`src/rtl/pll_scan_loader.sv`:
```
// PLL scan loader: reads a CHAIN_LEN-bit image from the serial ROM, then shifts it into the PLL scan chain on `reconfig`.
// Latency: CHAIN_LEN+ROM_LATENCY cycles to load, 2*CHAIN_LEN cycles to shift, then 1 update cycle and a wait for scandone.
// Backpressure: none; `start` is ignored while busy, and `PLL_SCAN_TIMEOUT_EN` bounds both wait states.
module pll_scan_loader #(
    parameter int CHAIN_LEN      = 144,
    parameter int ADDR_WIDTH     = 8,
    parameter int ROM_LATENCY    = 2,
    parameter int RECONF_TIMEOUT = 16,
    parameter int DONE_TIMEOUT   = 1024
) (
    input  logic                  clock,
    input  logic                  reset_n,
    input  logic                  start,
    input  logic                  reconfig,
    input  logic                  rom_q,
    input  logic                  scandone,
    output logic [ADDR_WIDTH-1:0] rom_address,
    output logic                  rom_read_ena,
    output logic                  busy,
    output logic                  scanclk,
    output logic                  scanclkena,
    output logic                  scandata,
    output logic                  configupdate,
    output logic                  done,
    output logic                  error
);

    typedef enum logic [2:0] {IDLE, READ, DRAIN, WAIT_RECONF, SHIFT, UPDATE, WAIT_DONE} state_t;

    localparam logic [ADDR_WIDTH-1:0] LAST_BIT   = ADDR_WIDTH'(CHAIN_LEN - 1);
    localparam logic [ADDR_WIDTH-1:0] DRAIN_LAST = ADDR_WIDTH'(ROM_LATENCY - 1);

    state_t                  state;
    logic [ADDR_WIDTH-1:0]   bit_cnt;
    logic                    shift_phase;
    logic                    reconf_pend;
    logic                    scandone_seen;
    logic [CHAIN_LEN-1:0]    chain_buf;
    logic [ROM_LATENCY-1:0]  cap_vld;
    logic [ADDR_WIDTH-1:0]   cap_addr [ROM_LATENCY];

`ifdef PLL_SCAN_TIMEOUT_EN
    localparam int TMO_W = $clog2((DONE_TIMEOUT > RECONF_TIMEOUT) ? DONE_TIMEOUT : RECONF_TIMEOUT) + 1;
    logic [TMO_W-1:0] tmo_cnt;
    logic             error_q;
    assign error = error_q;
`else
    assign error = 1'b0;
`endif

    // The read strobe and address travel alongside the ROM pipeline so each bit lands at its own address.
    always_ff @(posedge clock) begin
        if (!reset_n) begin
            cap_vld <= '0;
            for (int i = 0; i < ROM_LATENCY; i++) cap_addr[i] <= '0;
        end else begin
            cap_vld[0]  <= rom_read_ena;
            cap_addr[0] <= rom_address;
            for (int i = 1; i < ROM_LATENCY; i++) begin
                cap_vld[i]  <= cap_vld[i-1];
                cap_addr[i] <= cap_addr[i-1];
            end
        end
    end

    // Image buffer deliberately survives reset and keeps the previous image until overwritten.
    always_ff @(posedge clock) begin
        if (cap_vld[ROM_LATENCY-1]) chain_buf[cap_addr[ROM_LATENCY-1]] <= rom_q;
    end

    always_ff @(posedge clock) begin
        if (!reset_n) begin
            state         <= IDLE;
            rom_address   <= '0;
            rom_read_ena  <= 1'b0;
            busy          <= 1'b0;
            scanclk       <= 1'b0;
            scanclkena    <= 1'b0;
            scandata      <= 1'b0;
            configupdate  <= 1'b0;
            done          <= 1'b0;
            bit_cnt       <= '0;
            shift_phase   <= 1'b0;
            reconf_pend   <= 1'b0;
            scandone_seen <= 1'b0;
`ifdef PLL_SCAN_TIMEOUT_EN
            tmo_cnt       <= '0;
            error_q       <= 1'b0;
`endif
        end else begin
            done         <= 1'b0;
            configupdate <= 1'b0;
            case (state)
                IDLE: if (start) begin
                    state        <= READ;
                    busy         <= 1'b1;
                    rom_address  <= '0;
                    rom_read_ena <= 1'b1;
                    reconf_pend  <= 1'b0;
`ifdef PLL_SCAN_TIMEOUT_EN
                    error_q      <= 1'b0;
`endif
                end
                READ: begin
                    if (reconfig) reconf_pend <= 1'b1;
                    if (rom_address == LAST_BIT) begin
                        rom_read_ena <= 1'b0;
                        bit_cnt      <= '0;
                        state        <= DRAIN;
                    end else begin
                        rom_address <= rom_address + ADDR_WIDTH'(1);
                    end
                end
                DRAIN: begin
                    if (bit_cnt != DRAIN_LAST) begin
                        bit_cnt <= bit_cnt + ADDR_WIDTH'(1);
                        if (reconfig) reconf_pend <= 1'b1;
                    end else if (reconfig || reconf_pend) begin
                        // An early reconfig skips the wait and shifting starts straight away.
                        state       <= SHIFT;
                        reconf_pend <= 1'b0;
                        bit_cnt     <= '0;
                        shift_phase <= 1'b0;
                        scanclk     <= 1'b0;
                        scanclkena  <= 1'b1;
                        scandata    <= chain_buf[0];
                    end else begin
                        state <= WAIT_RECONF;
`ifdef PLL_SCAN_TIMEOUT_EN
                        tmo_cnt <= '0;
`endif
                    end
                end
                WAIT_RECONF: begin
                    if (reconfig) begin
                        state       <= SHIFT;
                        bit_cnt     <= '0;
                        shift_phase <= 1'b0;
                        scanclk     <= 1'b0;
                        scanclkena  <= 1'b1;
                        scandata    <= chain_buf[0];
                    end
`ifdef PLL_SCAN_TIMEOUT_EN
                    else if (tmo_cnt == TMO_W'(RECONF_TIMEOUT - 1)) begin
                        state   <= IDLE;
                        busy    <= 1'b0;
                        error_q <= 1'b1;
                    end else begin
                        tmo_cnt <= tmo_cnt + TMO_W'(1);
                    end
`endif
                end
                SHIFT: begin
                    if (!shift_phase) begin
                        scanclk     <= 1'b1;
                        shift_phase <= 1'b1;
                    end else if (bit_cnt == LAST_BIT) begin
                        scanclk      <= 1'b0;
                        scanclkena   <= 1'b0;
                        configupdate <= 1'b1;
                        state        <= UPDATE;
                    end else begin
                        scanclk     <= 1'b0;
                        shift_phase <= 1'b0;
                        bit_cnt     <= bit_cnt + ADDR_WIDTH'(1);
                        scandata    <= chain_buf[bit_cnt + ADDR_WIDTH'(1)];
                    end
                end
                UPDATE: begin
                    state         <= WAIT_DONE;
                    scandone_seen <= 1'b0;
`ifdef PLL_SCAN_TIMEOUT_EN
                    tmo_cnt       <= '0;
`endif
                end
                WAIT_DONE: begin
                    if (scandone) scandone_seen <= 1'b1;
                    if (scandone_seen && !scandone) begin
                        state <= IDLE;
                        busy  <= 1'b0;
                        done  <= 1'b1;
                    end
`ifdef PLL_SCAN_TIMEOUT_EN
                    else if (tmo_cnt == TMO_W'(DONE_TIMEOUT - 1)) begin
                        state   <= IDLE;
                        busy    <= 1'b0;
                        error_q <= 1'b1;
                    end else begin
                        tmo_cnt <= tmo_cnt + TMO_W'(1);
                    end
`endif
                end
                default: state <= IDLE;
            endcase
        end
    end

endmodule

```
`config.mk`:
```
export PLATFORM = sky130hd
export DESIGN_NAME = pll_scan_loader
export DESIGN_NICKNAME = d
export VERILOG_FILES = /design/src/rtl/pll_scan_loader.sv
export SDC_FILE = /design/constraint.sdc
export NUM_CORES = 1
export LEC_CHECK = 0
export CORE_MARGIN = 1.5
export CORE_UTILIZATION = 35
export DETAILED_ROUTE_END_ITERATION = 16
export PLACE_DENSITY = 0.59
export RECOVER_POWER = 50
export SYNTH_ARGS = -nofsm -noshare
export SYNTH_HDL_FRONTEND = slang
export SYNTH_SLANG_ARGS = --single-unit
export TNS_END_PERCENT = 100
```
`constraint.sdc`:
```
create_clock -name clock -period 6.98 [get_ports clock]
set_clock_uncertainty 0.15 [all_clocks]
set_input_delay 1.745 -clock clock [delete_from_list [all_inputs] [get_ports clock]]
set_output_delay 1.745 -clock clock [all_outputs]
set_load 0.02 [all_outputs]
```
=== Word-level counts from Yosys, hierarchy flattened ===
Memories as Yosys holds them, arrays and structs flattened.
Cells that the tools add are included.

* Flip-flop bits (word level): 175
* Bits in latches: 0
* RAM bits: 16
* ROM bits: 0
* Bits of input ports: 6
* Output and inout port bits: 16
* Word-level logic and storage cells: 127
* Memories: 1

* $add $sub $neg: 2
* Multipliers: 0
* Div/mod/pow operators: 0
* Magnitude comparators: 3
* Equality and inequality tests: 21
* Shift operators: 0
* Multiplexer cells: 60
* Bitwise logic cells: 2
* Reductions and logical operators: 23

{| class="wikitable"
|+ Memory list
! memory !! depth !! bits a word !! rd ports !! clocked after memory_dff !! write ports !! line !! text
|-
| cap_addr || 2 || 8 || 2 || 0 || 2 || 40 || <nowiki>logic [ADDR_WIDTH-1:0] cap_addr [ROM_LATENCY];</nowiki>
|}

{| class="wikitable"
|+ Operators by type and width
! operator !! number
|-
| $bwmux W144 || 1
|-
| $mux W8 || 10
|-
| $pmux W8 S4 || 1
|-
| $mux W1 || 28
|-
| $mux W3 || 8
|-
| $ne A2 B2 Y1 const B || 11
|-
| $pmux W3 S7 || 1
|-
| $lt A8 B9 Y1 const B || 2
|-
| $reduce_and A6 Y1 || 3
|-
| $add A8 B1 Y8 const B || 2
|-
| $eq A8 B8 Y1 const B || 2
|-
| $pmux W8 S2 || 1
|-
| $pmux W1 S3 || 5
|-
| $reduce_and A3 Y1 || 5
|-
| $eq A3 B3 Y1 const B || 3
|-
| $bmux W1 S8 || 1
|-
| $demux W1 S8 || 1
|-
| $ge A8 B1 Y1 const B || 1
|-
| $ne A8 B1 Y1 const B || 1
|-
| $reduce_and A7 Y1 || 1
|-
| $eq A3 B2 Y1 const B || 2
|-
| $pmux W1 S2 || 3
|-
| $reduce_bool A2 Y1 || 3
|-
| $reduce_bool A3 Y1 || 2
|-
| 10 further kinds || 13
|}

=== Longest topological paths before layout ===
Gate-level depths: netlist (run 1).

* Depth in word-level cells: 6
* Depth in mapped cells: 10
* Mapped depth without buffers: 8

=== Worst setup path after synthesis (run 1) ===
No wires, ideal clock.

* Kind: input-to-reg
* From: in start
* To: reg rom_address[5]
* Library setup time: 0.120 ns
* Arrival: 2.765 ns
* Required time: 6.710 ns
* Slack: 3.945 ns
* Stages on the path: 7
* Path buffers: 1
* Cells stage by stage: nand2b_1 -> or3_1 -> clkbuf_1 -> a21oi_1 -> nand3_1 -> xor2_1 -> nor2_1

* Word-level cells in the longest chain between the ends: 2

{| class="wikitable"
|+ Ends and longest elaborated chain
! what !! line !! text
|-
| start: declaration || 13 || <nowiki>input logic start,</nowiki>
|-
| $ne A2 B2 Y1 (no line) || - ||
|-
| $reduce_and A3 Y1 (no line) || - ||
|-
| end signal: assignment || 111 || <nowiki>rom_address <= rom_address + ADDR_WIDTH'(1);</nowiki>
|-
| end: declaration || 17 || <nowiki>output logic [ADDR_WIDTH-1:0] rom_address,</nowiki>
|}

Every way passes these cells.
A chain may end at the register's enable or synchronous reset.

=== Final worst setup path (run 1) ===
* From: reg bit_cnt[0]
* To: reg scandata

* Word-level cells in the longest chain between the ends: 6
* Elaborated cells on any way between the ends: 11
* Classes of those cells: add/sub: 1; eq/ne: 4; mux: 5; reduce/logical: 1

{| class="wikitable"
|+ Ends and longest elaborated chain
! what !! line !! text
|-
| start: declaration || 34 || <nowiki>logic [ADDR_WIDTH-1:0] bit_cnt;</nowiki>
|-
| start signal: assignment || 116 || <nowiki>bit_cnt <= bit_cnt + ADDR_WIDTH'(1);</nowiki>
|-
| start signal: assignment || 165 || <nowiki>bit_cnt <= bit_cnt + ADDR_WIDTH'(1);</nowiki>
|-
| $add A8 B1 Y8 || 166 || <nowiki>scandata <= chain_buf[bit_cnt + ADDR_WIDTH'(1)];</nowiki>
|-
| $bmux W1 S8 || 166 ||
|-
| $mux W1 (not written as such) || 166 ||
|-
| $mux W1 || 157 || <nowiki>end else if (bit_cnt == LAST_BIT) begin</nowiki>
|-
| $mux W1 || 154 || <nowiki>if (!shift_phase) begin</nowiki>
|-
| $pmux W1 S3 || 93 || <nowiki>case (state)</nowiki>
|-
| end signal: assignment || 126 || <nowiki>scandata <= chain_buf[0];</nowiki>
|-
| end signal: assignment || 141 || <nowiki>scandata <= chain_buf[0];</nowiki>
|-
| end signal: assignment || 166 ||
|-
| end: declaration || 22 || <nowiki>output logic scandata,</nowiki>
|}

Parallel ways exist; a longest one is shown, timed or not. The select of a mux whose other input is x is not followed.

==> metrics.md, run 1 <==
| Metric | Value |
|---|---|
| Status | complete, no violations |
| Routed len/inst | roughly 18 um |
| Ys Warns | 0 |
| Core area | about 24,000 um^2 |
| Final nets | roughly 700 |
| Syn Inst Count | 687 |
| Std-Cell Rows | 57 |
| Total wire length | roughly 19,000 um |
| Area after DPL | roughly 9000 um^2 |
| Max FO, Critical Path | 15 |
| Syn avg cell area | ~13 um^2 |
| Die Y | 160 um |
| Drt via density | around 5.3 |
| CTS Buf Count | 17 |
| P_leak | between 0.002 and 0.003 uW |
| Pwr dens | about 270 nW/um^2 |
| Root Driver | clkbuf_16 |
| Die Wd | 160 um |
| First-pass GRT wire length | around 30,000 um |
| Critical Path Slowest Stage Cell | xor2_2 |
| Net count after synthesis | ~700 |
| DR vias | around 5,400 |
| Cell Area, Synth | 8650 um^2 |
| Largest net degree at the start of global routing | 124 |
| Crit-path cells | ha_1, xor2_2, buf_4, mux4_1, mux2i_1, a32oi_1, a211oi_1, o32ai_1 |
| Drt pass-1 iters | 5 |
| Yosys reg bits | 191 |
| Fin cells | roughly 1,000 |
| Clk slew on worst S/H paths | around 0.070 ns |
| Synth unique cells | 61 |
| Sink Count | between 150 and 200 |
| Worst hold path type | flip-flop to flip-flop |
| Share of cells above drive strength 1 | between 10% and 20% |
| DR iter-0 viols | 397 |
| Post-CTS Resized | 0 |
| Clk_lat worst skew | approximately 0.44 ns |
| Die ar. | between 20,000 and 30,000 um^2 |
| Remaining DRCs | 0 |
| CTS tree | done |
| CP endpoint kind | flip-flop |
| Max transition margin | approximately 27% |
| Fmax | between 0.2 and 0.3 GHz |
| Fin crit share | roughly 54% |
| Finished Cell Area | approximately 9600 um^2 |
| Antenna diodes | 0 |
| Clock buffer depth | 2 |
| Max incr delay on CP | around 0.63 ns |
| Final Setup Violations | 0 |
| RSZ-0062 raised after global routing | no |
| Design Power | between 2000 and 3000 uW |
| Overall routing resource usage | between 10% and 20% |
| Initial antenna violation count | 0 |
| Post-synth EDFFs | ~140 |
| RD Place Congestion | roughly 0.75 |
| Number of I/O pins | 22 |
| Pins over their slew limit | 0 |
| Crit start category | flip-flop |
| ANT nets after route | 0 |
| Critical Path RT | about 7 ns |
| Hpwl dp | approximately 12,000 um |
| Hold Buf Count CTS | 0 |
| Max cap viols | 0 |
| Initial Util | 35.7% |
| P&R area growth vs syn | 11.4% |
| Async set-reset flop share out of synthesis | 0% |
| Synth Flop Type | edfxtp_1 |
| Worst Path Arrival | 3.90 ns |
| Final hold violation count | 0 |
| Sequential fraction of the synthesis area | 60.9% |
| Vias in the first global route | between 5,000 and 6,000 |
| Setup Fix Bufs, Post-CTS | 0 |
| H-tree lvl count | 4 |
| Maximum VDD drop | roughly 0.11 mV |
| Worst-Margin Slew | approximately 1.1 ns |
| GRT overflow | 0 |
| Port bufs | 20 |
| Inst Count DP | 993 |
| Post-layout min period | ~3.7 ns |
| Crit path kind | flip-flop to flip-flop |
| Setup TNS | 0 ns |
==> final cells by class <==
cell class	instances	area [um^2]
fill	2351	14600
sequential	191	5270
multi-input combinational	446	3100
clock buffer	17	425
tap	324	405
timing repair buffer	24	224
clock inverter	14	188
inverter	8	30.0
==> final timing paths <==
check                 start         endpoint  slack, ns  depth (start not counted)
max              bit_cnt[0]         scandata       3.24                          8
min          cap_addr[0][5]  cap_addr[0][13]       0.28                          1
max reg2reg      bit_cnt[0]         scandata       3.24                          8
min reg2reg  cap_addr[0][5]  cap_addr[0][13]       0.28                          1
==> power by group <==
part           leakage, uW  switching (uW)  internal (uW)
registers          0.00167            48.5           1240
clock network     0.000291             425            597
logic             0.000995             149            112
total              0.00296             623           1950
==> layout by cell type, fill, tap and decap left out, types with 7 or more instances in the layout <==
| master | count |
|---|---|
| inv_1 | 7 |
| a21oi_1 | 24 |
| nor2_1 | 167 |
| nand4_1 | 12 |
| mux4_2 | 29 |
| o21ai_0 | 9 |
| nor2b_1 | 10 |
| or3_1 | 10 |
| mux2i_1 | 14 |
| dfxtp_1 | 46 |
| clkdlybuf4s50_1 | 18 |
| clkbuf_16 | 17 |
| nand2b_1 | 8 |
| and2_1 | 14 |
| mux4_1 | 9 |
| edfxtp_1 | 144 |
| nand2_1 | 28 |
| nand3_1 | 32 |
==> cells in the mapped netlist, types with 3 or more instances <==
cell type / number / area share (%)
mux4_2: 29 / 7.6
dfxtp_1: 47 / 11
and2_1: 19 / 1.4
o21ai_0: 9 / 0.52
edfxtp_1: 144 / 50
clkbuf_1: 27 / 1.2
nand3_1: 32 / 1.9
a211oi_1: 3 / 0.26
inv_1: 7 / 0.30
nor2_1: 167 / 7.2
xnor2_1: 6 / 0.61
a311oi_1: 3 / 0.30
clkbuf_8: 6 / 0.96
ha_1: 3 / 0.43
mux2i_1: 14 / 1.6
nor3_1: 4 / 0.23
nand2b_1: 8 / 0.58
nor3b_1: 3 / 0.26
or3_1: 10 / 0.72
mux4_1: 9 / 2.7
a21oi_1: 24 / 1.4
nand4_1: 12 / 0.87
nor2b_1: 10 / 0.72
nand2_1: 28 / 1.2
xor2_1: 6 / 0.61
a2111oi_0: 3 / 0.30
==> stage by stage <==
stage	utilization, %	hold slack [ns]	setup slack [ns]
floorplan	-	0.262	3.94
global placement	37.2	0.270	3.01
detailed placement	37.2	0.269	2.94
CTS	39.8	0.283	3.20
global route	39.7	0.310	3.06
finish	39.7	0.283	3.24
==> cell families (layout without fill, tap and decap cells) <==
kind of cell,Yosys count,count (layout),synth area share [%]
simple gates,313,313,16.9
flops,191,191,60.9
compound gates,63,63,4.93
mux,52,52,11.9
buf+inv,50,63,3.28
xor+xnor,14,14,1.59
fa+ha+maj,3,3,0.434
other cells,1,1,0.0434
==> critical path, delay by kind of cell, from the launching register on <==
kind,cells,cell delay (ns)
compound gates,3,0.71
xor+xnor,1,0.63
mux,2,0.79
fa+ha+maj,1,0.32
buf+inv,1,0.41
flops,1,0.60
==> state kept, by name, summed over array words and instances (netlist names), 2 cells and up <==
register     flops
bit_cnt          8
cap_vld          2
rom_address      8
chain_buf      144
cap_addr        16
state            3
==> routing by layer <==
| layer | up-vias | track usage, % | share of wire, % | wire, um |
|---|---|---|---|---|
| met3 | 20 | 3.14 | 4.5 | 839 |
| met2 | 132 | 24.5 | 48 | 8970 |
| met5 | - | 0 | 0 | 0 |
| li1 | 2526 | - | - | - |
| met4 | 0 | 5.44 | 1.6 | 300 |
| met1 | 2700 | 20.5 | 46 | 8490 |
Power figures use the tool's default switching activity.
==> run 2: changes to the inputs <==
- clock period: 6.98 -> 3.57 ns (I/O delays scaled with it)
==> run 2 against run 1 <==
Against the previous run: sequential power rose by 93%; highest routed layer unchanged; critical path depth up 1; the flow now finishes with violations (max-capacitance violations, max-slew violations); via count up 0.58%.
==> metrics.md, run 2 (synthesized netlist as in run 1, its figures left out) <==
| Metric | Value |
|---|---|
| Root Driver | clkbuf_16 |
| H-tree lvl count | 4 |
| Post-layout min period | between 3 and 4 ns |
| Critical path's most frequent cell | buf_4 |
| Violated checks | max-capacitance violations, max-slew violations |
| Combinational share of power | ~11% |
| Filler Cells Inserted | about 2,300 |
| RD Place Congestion | between 0.7 and 0.8 |
| Max transition margin | -23.3% |
| Drt pass-1 iters | 5 |
| Overall routing resource usage | between 10% and 20% |
| Die Wd | between 150 and 200 um |
| Post-CTS Resized | 0 |
| Initial Util | 35.7% |
| Port bufs | 20 |
| Worst hold path type | flip-flop to flip-flop |
| Sink Count | about 190 |
| Fin crit share | about 84% |
| Die ar. | 25,700 um^2 |
| Maximum VDD drop | just under 0.3 mV |
| Die Y | 160 um |
| Setup Fix Bufs, Post-CTS | 0 |
| Most frequent cells in the layout | 167 x nor2_1, 144 x edfxtp_1, 46 x dfxtp_1 |
| Clk_lat worst skew | about 0.43 ns |
| Sw power | 1280 uW |
| Pwr dens | 514 nW/um^2 |
| Std-Cell Rows | 57 |
| Initial antenna violation count | 0 |
| Setup TNS | 0 ns |
| Drt via density | around 5.2 |
| Max incr delay on CP | 0.41 ns |
| Share of cells above drive strength 1 | between 10% and 20% |
| Fmax | roughly 0.33 GHz |
| Most common cell after layout, fill and taps aside | nor2_1 |
| DR iter-0 viols | around 470 |
| Max FO, Critical Path | 9 |
| Antenna diodes | 0 |
| Sw frac | 25.7% |
| Routed len/inst | roughly 18 um |
| Crit-path cells | ha_1, xor2_2, buf_4, buf_4, and2b_2, a2111oi_0, a311oi_1, a211oi_1, o32ai_1 |
| P_leak | ~0.0030 uW |
| Pins over their slew limit | 46 |
| Hpwl dp | around 12,000 um |
| Final hold violation count | 0 |
| ANT nets after route | 0 |
| Max FFs per register | between 100 and 150 |
| Final nets | a little over 700 |
| CP endpoint kind | flip-flop |
| Worst-Margin Slew | about 1.8 ns |
| Remaining DRCs | 0 |
| Crit path kind | flip-flop to flip-flop |
| Area after DPL | roughly 9100 um^2 |
| First-pass GRT wire length | between 20,000 and 30,000 um |
| DR vias | around 5,400 |
| GRT overflow | 0 |
| Finished Cell Area | 9730 um^2 |
| Critical Path Slowest Stage Cell | a2111oi_0 |
| Final Setup Violations | 0 |
| Status | finished, violations left |
| Worst Path Arrival | about 3.2 ns |
| CTS tree | done |
| P&R area growth vs syn | 12.5% |
| Sequential Power Share | 49.8% |
| Clock network power share | between 30% and 40% |
| Clock buffer depth | 2 |
| Number of I/O pins | 22 |
| CTS Buf Count | 17 |
| Vias in the first global route | 5,302 |
| Internal | 3720 uW |
| Hold Buf Count CTS | 0 |
| Largest net degree at the start of global routing | 100 |
| Crit start category | flip-flop |
| Clk slew on worst S/H paths | 0.07 ns |
| RSZ-0062 raised after global routing | no |
| Max cap viols | 1 |
| Total wire length | around 18,000 um |
| Core area | between 20,000 and 25,000 um^2 |
| Critical Path RT | about 3.7 ns |
run 2: layer usage:
layer | up-vias | GRT usage (%) | wire length (um)
li1 | 2553 | - | -
met5 | - | 0 | 0
met2 | 106 | 24.5 | 9060
met3 | 16 | 3.25 | 772
met1 | 2734 | 20.6 | 8420
met4 | 0 | 4.29 | 204
run 2: layout make-up:
class                      instances  area, um^2  area share (%)
sequential                       191        5270            54.1
timing repair buffer              36         328            3.37
tap                              324         405            4.17
inverter                           8        30.0           0.309
clock buffer                      17         425            4.37
clock inverter                    15         175            1.80
multi-input combinational        446        3100            31.8
run 2: power by group through the flow:
stage | clock, uW | sequential (uW) | combinational (uW)
floorplan | 0 | 2520 | 415
global route | 2070 | 2500 | 625
detailed placement | 0 | 2540 | 570
global placement | 0 | 2540 | 567
finish | 1950 | 2490 | 566
CTS | 1970 | 2490 | 571
run 2: worst paths after layout:
| kind | slack (ns) | depth (start not counted) | from | to |
|---|---|---|---|---|
| hold / removal | 0.28 | 1 | cap_addr[0][0] | cap_addr[0][8] |
| setup / recovery | 0.57 | 9 | bit_cnt[1] | scandata |
| setup reg to reg | 0.57 | 9 | bit_cnt[1] | scandata |
| hold reg to reg | 0.28 | 1 | cap_addr[0][0] | cap_addr[0][8] |
run 2: per-stage QoR:
stage / instances / worst slack (ns) / hold slack (ns) / power (uW) / utilization (%)
6_report: 1037 / 0.569 / 0.283 / 5000 / 40.1
5_1_grt: 1037 / 0.435 / 0.296 / 5190 / 40.1
4_1_cts: 1037 / 0.577 / 0.285 / 5030 / 40.2
3_5_place_dp: 1005 / 0.599 / 0.269 / 3110 / 37.7
3_3_place_gp: 1005 / 0.649 / 0.266 / 3100 / 37.7
2_1_floorplan: 687 / 1.14 / 0.262 / 2940 / -
run 2: critical path, delay by kind of cell (launching register included):
family | cells | cell delay [ns]
XOR/XNOR | 1 | 0.36
AND/OR/NAND/NOR | 1 | 0.24
AO/OA/AOI/OAI | 4 | 1.02
flip-flops | 1 | 0.39
buffers and inverters | 2 | 0.45
adder cells (fa/ha/maj) | 1 | 0.27
==> run 3: changes to the inputs <==
- PLACE_DENSITY: 0.59 -> 0.61
- clock period: 3.57 -> 2.4 ns (I/O delays scaled with it)
==> run 3 against run 2 <==
Against the previous run: the flow now finishes without violations; clock-buffer cell count is 1 higher; register-to-register slack got worse by 0.57 ns; flip-flop and latch count unchanged; hold slack got worse by 0.0024 ns; core utilization rose by 3.1 points; highest routed layer unchanged; first-iteration DRC count is 20% lower; combinational power increased by 100%; die area is the same; sequential share of layout area fell by 3.9 points; largest cell class unchanged; critical endpoint unchanged; critical path type unchanged; final area rose by 7.8%; critical path depth is 1 lower; largest power group unchanged.
==> metrics.md, run 3 (synthesized netlist as in run 1, its figures left out) <==
| Metric | Value |
|---|---|
| Status | complete, no violations |
| Largest net degree at the start of global routing | roughly 150 |
| Sequential Power Share | 48.6% |
| Pins over their slew limit | 0 |
| Sw frac | between 20% and 30% |
| Hold Buf Count CTS | 0 |
| Die Y | approximately 160 um |
| Crit-path cells | ha_4, or4b_4, buf_4, nor2_1, o32ai_1, nor2_1, o2111ai_1, o32ai_1 |
| CTS tree | done |
| Routed len/inst | roughly 17 um |
| Fmax | between 0.4 and 0.5 GHz |
| Port bufs | 20 |
| Hpwl dp | 13,400 um |
| CP endpoint kind | flip-flop |
| Drt pass-1 iters | 4 |
| Remaining DRCs | 0 |
| Maximum VDD drop | ~0.4 mV |
| Root Driver | clkbuf_16 |
| Clk_lat worst skew | 0.43 ns |
| Post-layout min period | roughly 2.4 ns |
| CTS Buf Count | 17 |
| Overall routing resource usage | roughly 16% |
| RD Place Congestion | 0.783 |
| Drt via density | a little over 5 |
| Core area | ~24,000 um^2 |
| Critical Path RT | about 2.6 ns |
| Clock buffer depth | 2 |
| First-pass GRT wire length | between 30,000 and 40,000 um |
| Final Setup Violations | 0 |
| ANT nets after route | 0 |
| Share of cells above drive strength 1 | about 25% |
| DR vias | roughly 5,600 |
| Inst Count DP | roughly 1,100 |
| Most common cell after layout, fill and taps aside | nor2_1 |
| Sink Count | ~190 |
| Antenna diodes | 0 |
| Internal | between 5000 and 6000 uW |
| H-tree lvl count | 4 |
| P&R area growth vs syn | 21.3% |
| Fin cells | roughly 1,100 |
| Critical Path Slowest Stage Cell | or4b_4 |
| Max FO, Critical Path | 5 |
| Combinational share of power | 14.9% |
| Worst Path Arrival | approximately 2.6 ns |
| Final hold violation count | 0 |
| Fin crit share | roughly 100% |
| Pwr dens | just over 700 nW/um^2 |
| Max transition margin | a little over a tenth |
| Worst hold path type | flip-flop to flip-flop |
| GRT overflow | 0 |
| Initial antenna violation count | 0 |
| Max FFs per register | between 100 and 150 |
| Final nets | a little under 800 |
| Sw power | 1890 uW |
| Die Wd | approximately 160 um |
| Most frequent cells in the layout | 167 x nor2_1, 144 x edfxtp_1, 93 x buf_4 |
| Clock network power share | between 30% and 40% |
| Vias in the first global route | between 5,000 and 6,000 |
| Std-Cell Rows | 57 |
| Initial Util | ~36% |
| P_leak | around 0.0034 uW |
| Crit path kind | flip-flop to flip-flop |
| DR iter-0 viols | ~370 |
| Worst-Margin Slew | 1.34 ns |
| Clk slew on worst S/H paths | about 0.070 ns |
| Die ar. | 25,700 um^2 |
| RSZ-0062 raised after global routing | yes |
| Total wire length | slightly below 20,000 um |
| Max incr delay on CP | ~0.46 ns |
| Number of I/O pins | 22 |
| Min Hold Slack | roughly 0.28 ns |
| Crit start category | flip-flop |
| Max cap viols | 0 |
-- run 3: cell types whose count changed in the layout (fill, tap and decap cells not counted), moves of 6 or more --
cell	change
and2_0	-6
mux4_1	-9
mux4_2	+9
buf_4	+82
and2_1	+6
-- run 3: worst paths after layout --
path,start,endpoint,slack [ns],cells after the start
max,bit_cnt[0],scandata,0.0003,8
min,cap_addr[0][6],cap_addr[0][14],0.28,1
max reg2reg,bit_cnt[0],scandata,0.0003,8
min reg2reg,cap_addr[0][6],cap_addr[0][14],0.28,1
-- run 3: layout make-up --
| type | instances | area [um^2] |
|---|---|---|
| fill | 2286 | 13800 |
| sequential | 191 | 5270 |
| multi-input combinational | 446 | 3200 |
| timing repair buffer | 121 | 1010 |
| clock buffer | 18 | 429 |
| tap | 324 | 405 |
| clock inverter | 14 | 143 |
| inverter | 8 | 30.0 |
-- run 3: worst max-delay path, delay by kind of cell, from the launching register on --
kind                     cells  cell delay (ns)
AND/OR/NAND/NOR              3             0.75
AO/OA/AOI/OAI                3             0.68
flip-flops                   1             0.41
buffers and inverters        1             0.17
adder cells (fa/ha/maj)      1             0.14
-- run 3: power groups by stage --
| stage | sequential [uW] | combinational [uW] | clock (uW) |
|---|---|---|---|
| 2_1_floorplan | 3760 | 617 | 0 |
| 3_3_place_gp | 3750 | 1050 | 0 |
| 6_report | 3680 | 1130 | 2770 |
| 3_5_place_dp | 3740 | 1060 | 0 |
| 4_1_cts | 3670 | 1100 | 2810 |
| 5_1_grt | 3690 | 1220 | 2930 |
-- run 3: what timing repair did --
item                                    CTS  global route
setup buffers                             2             1
gates resized for setup                  19            19
endpoints found under the setup margin    7             7
pin swaps                                 7             7
-- run 3: through the flow --
stage               cell area, um^2  TNS (ns)  util (%)  setup slack [ns]  power [uW]
floorplan                      8660         0         -            0.0245        4370
global placement               9780    -0.483      40.4            -0.180        4800
detailed placement             9780    -0.636      40.4            -0.192        4810
CTS                           10400   -0.0299      43.0           -0.0299        7580
global route                  10500   -0.0858      43.3           -0.0858        7840
finish                        10500         0      43.3          0.000322        7570
-- run 3: routing by layer --
layer  GRT usage (%)  up-vias  routed length (um)
li1                -     2703                   -
met1            21.2     2828                9040
met2            26.3      100                9570
met3            2.73       18                 682
met4            5.14        0                 272
met5               0        -                   0
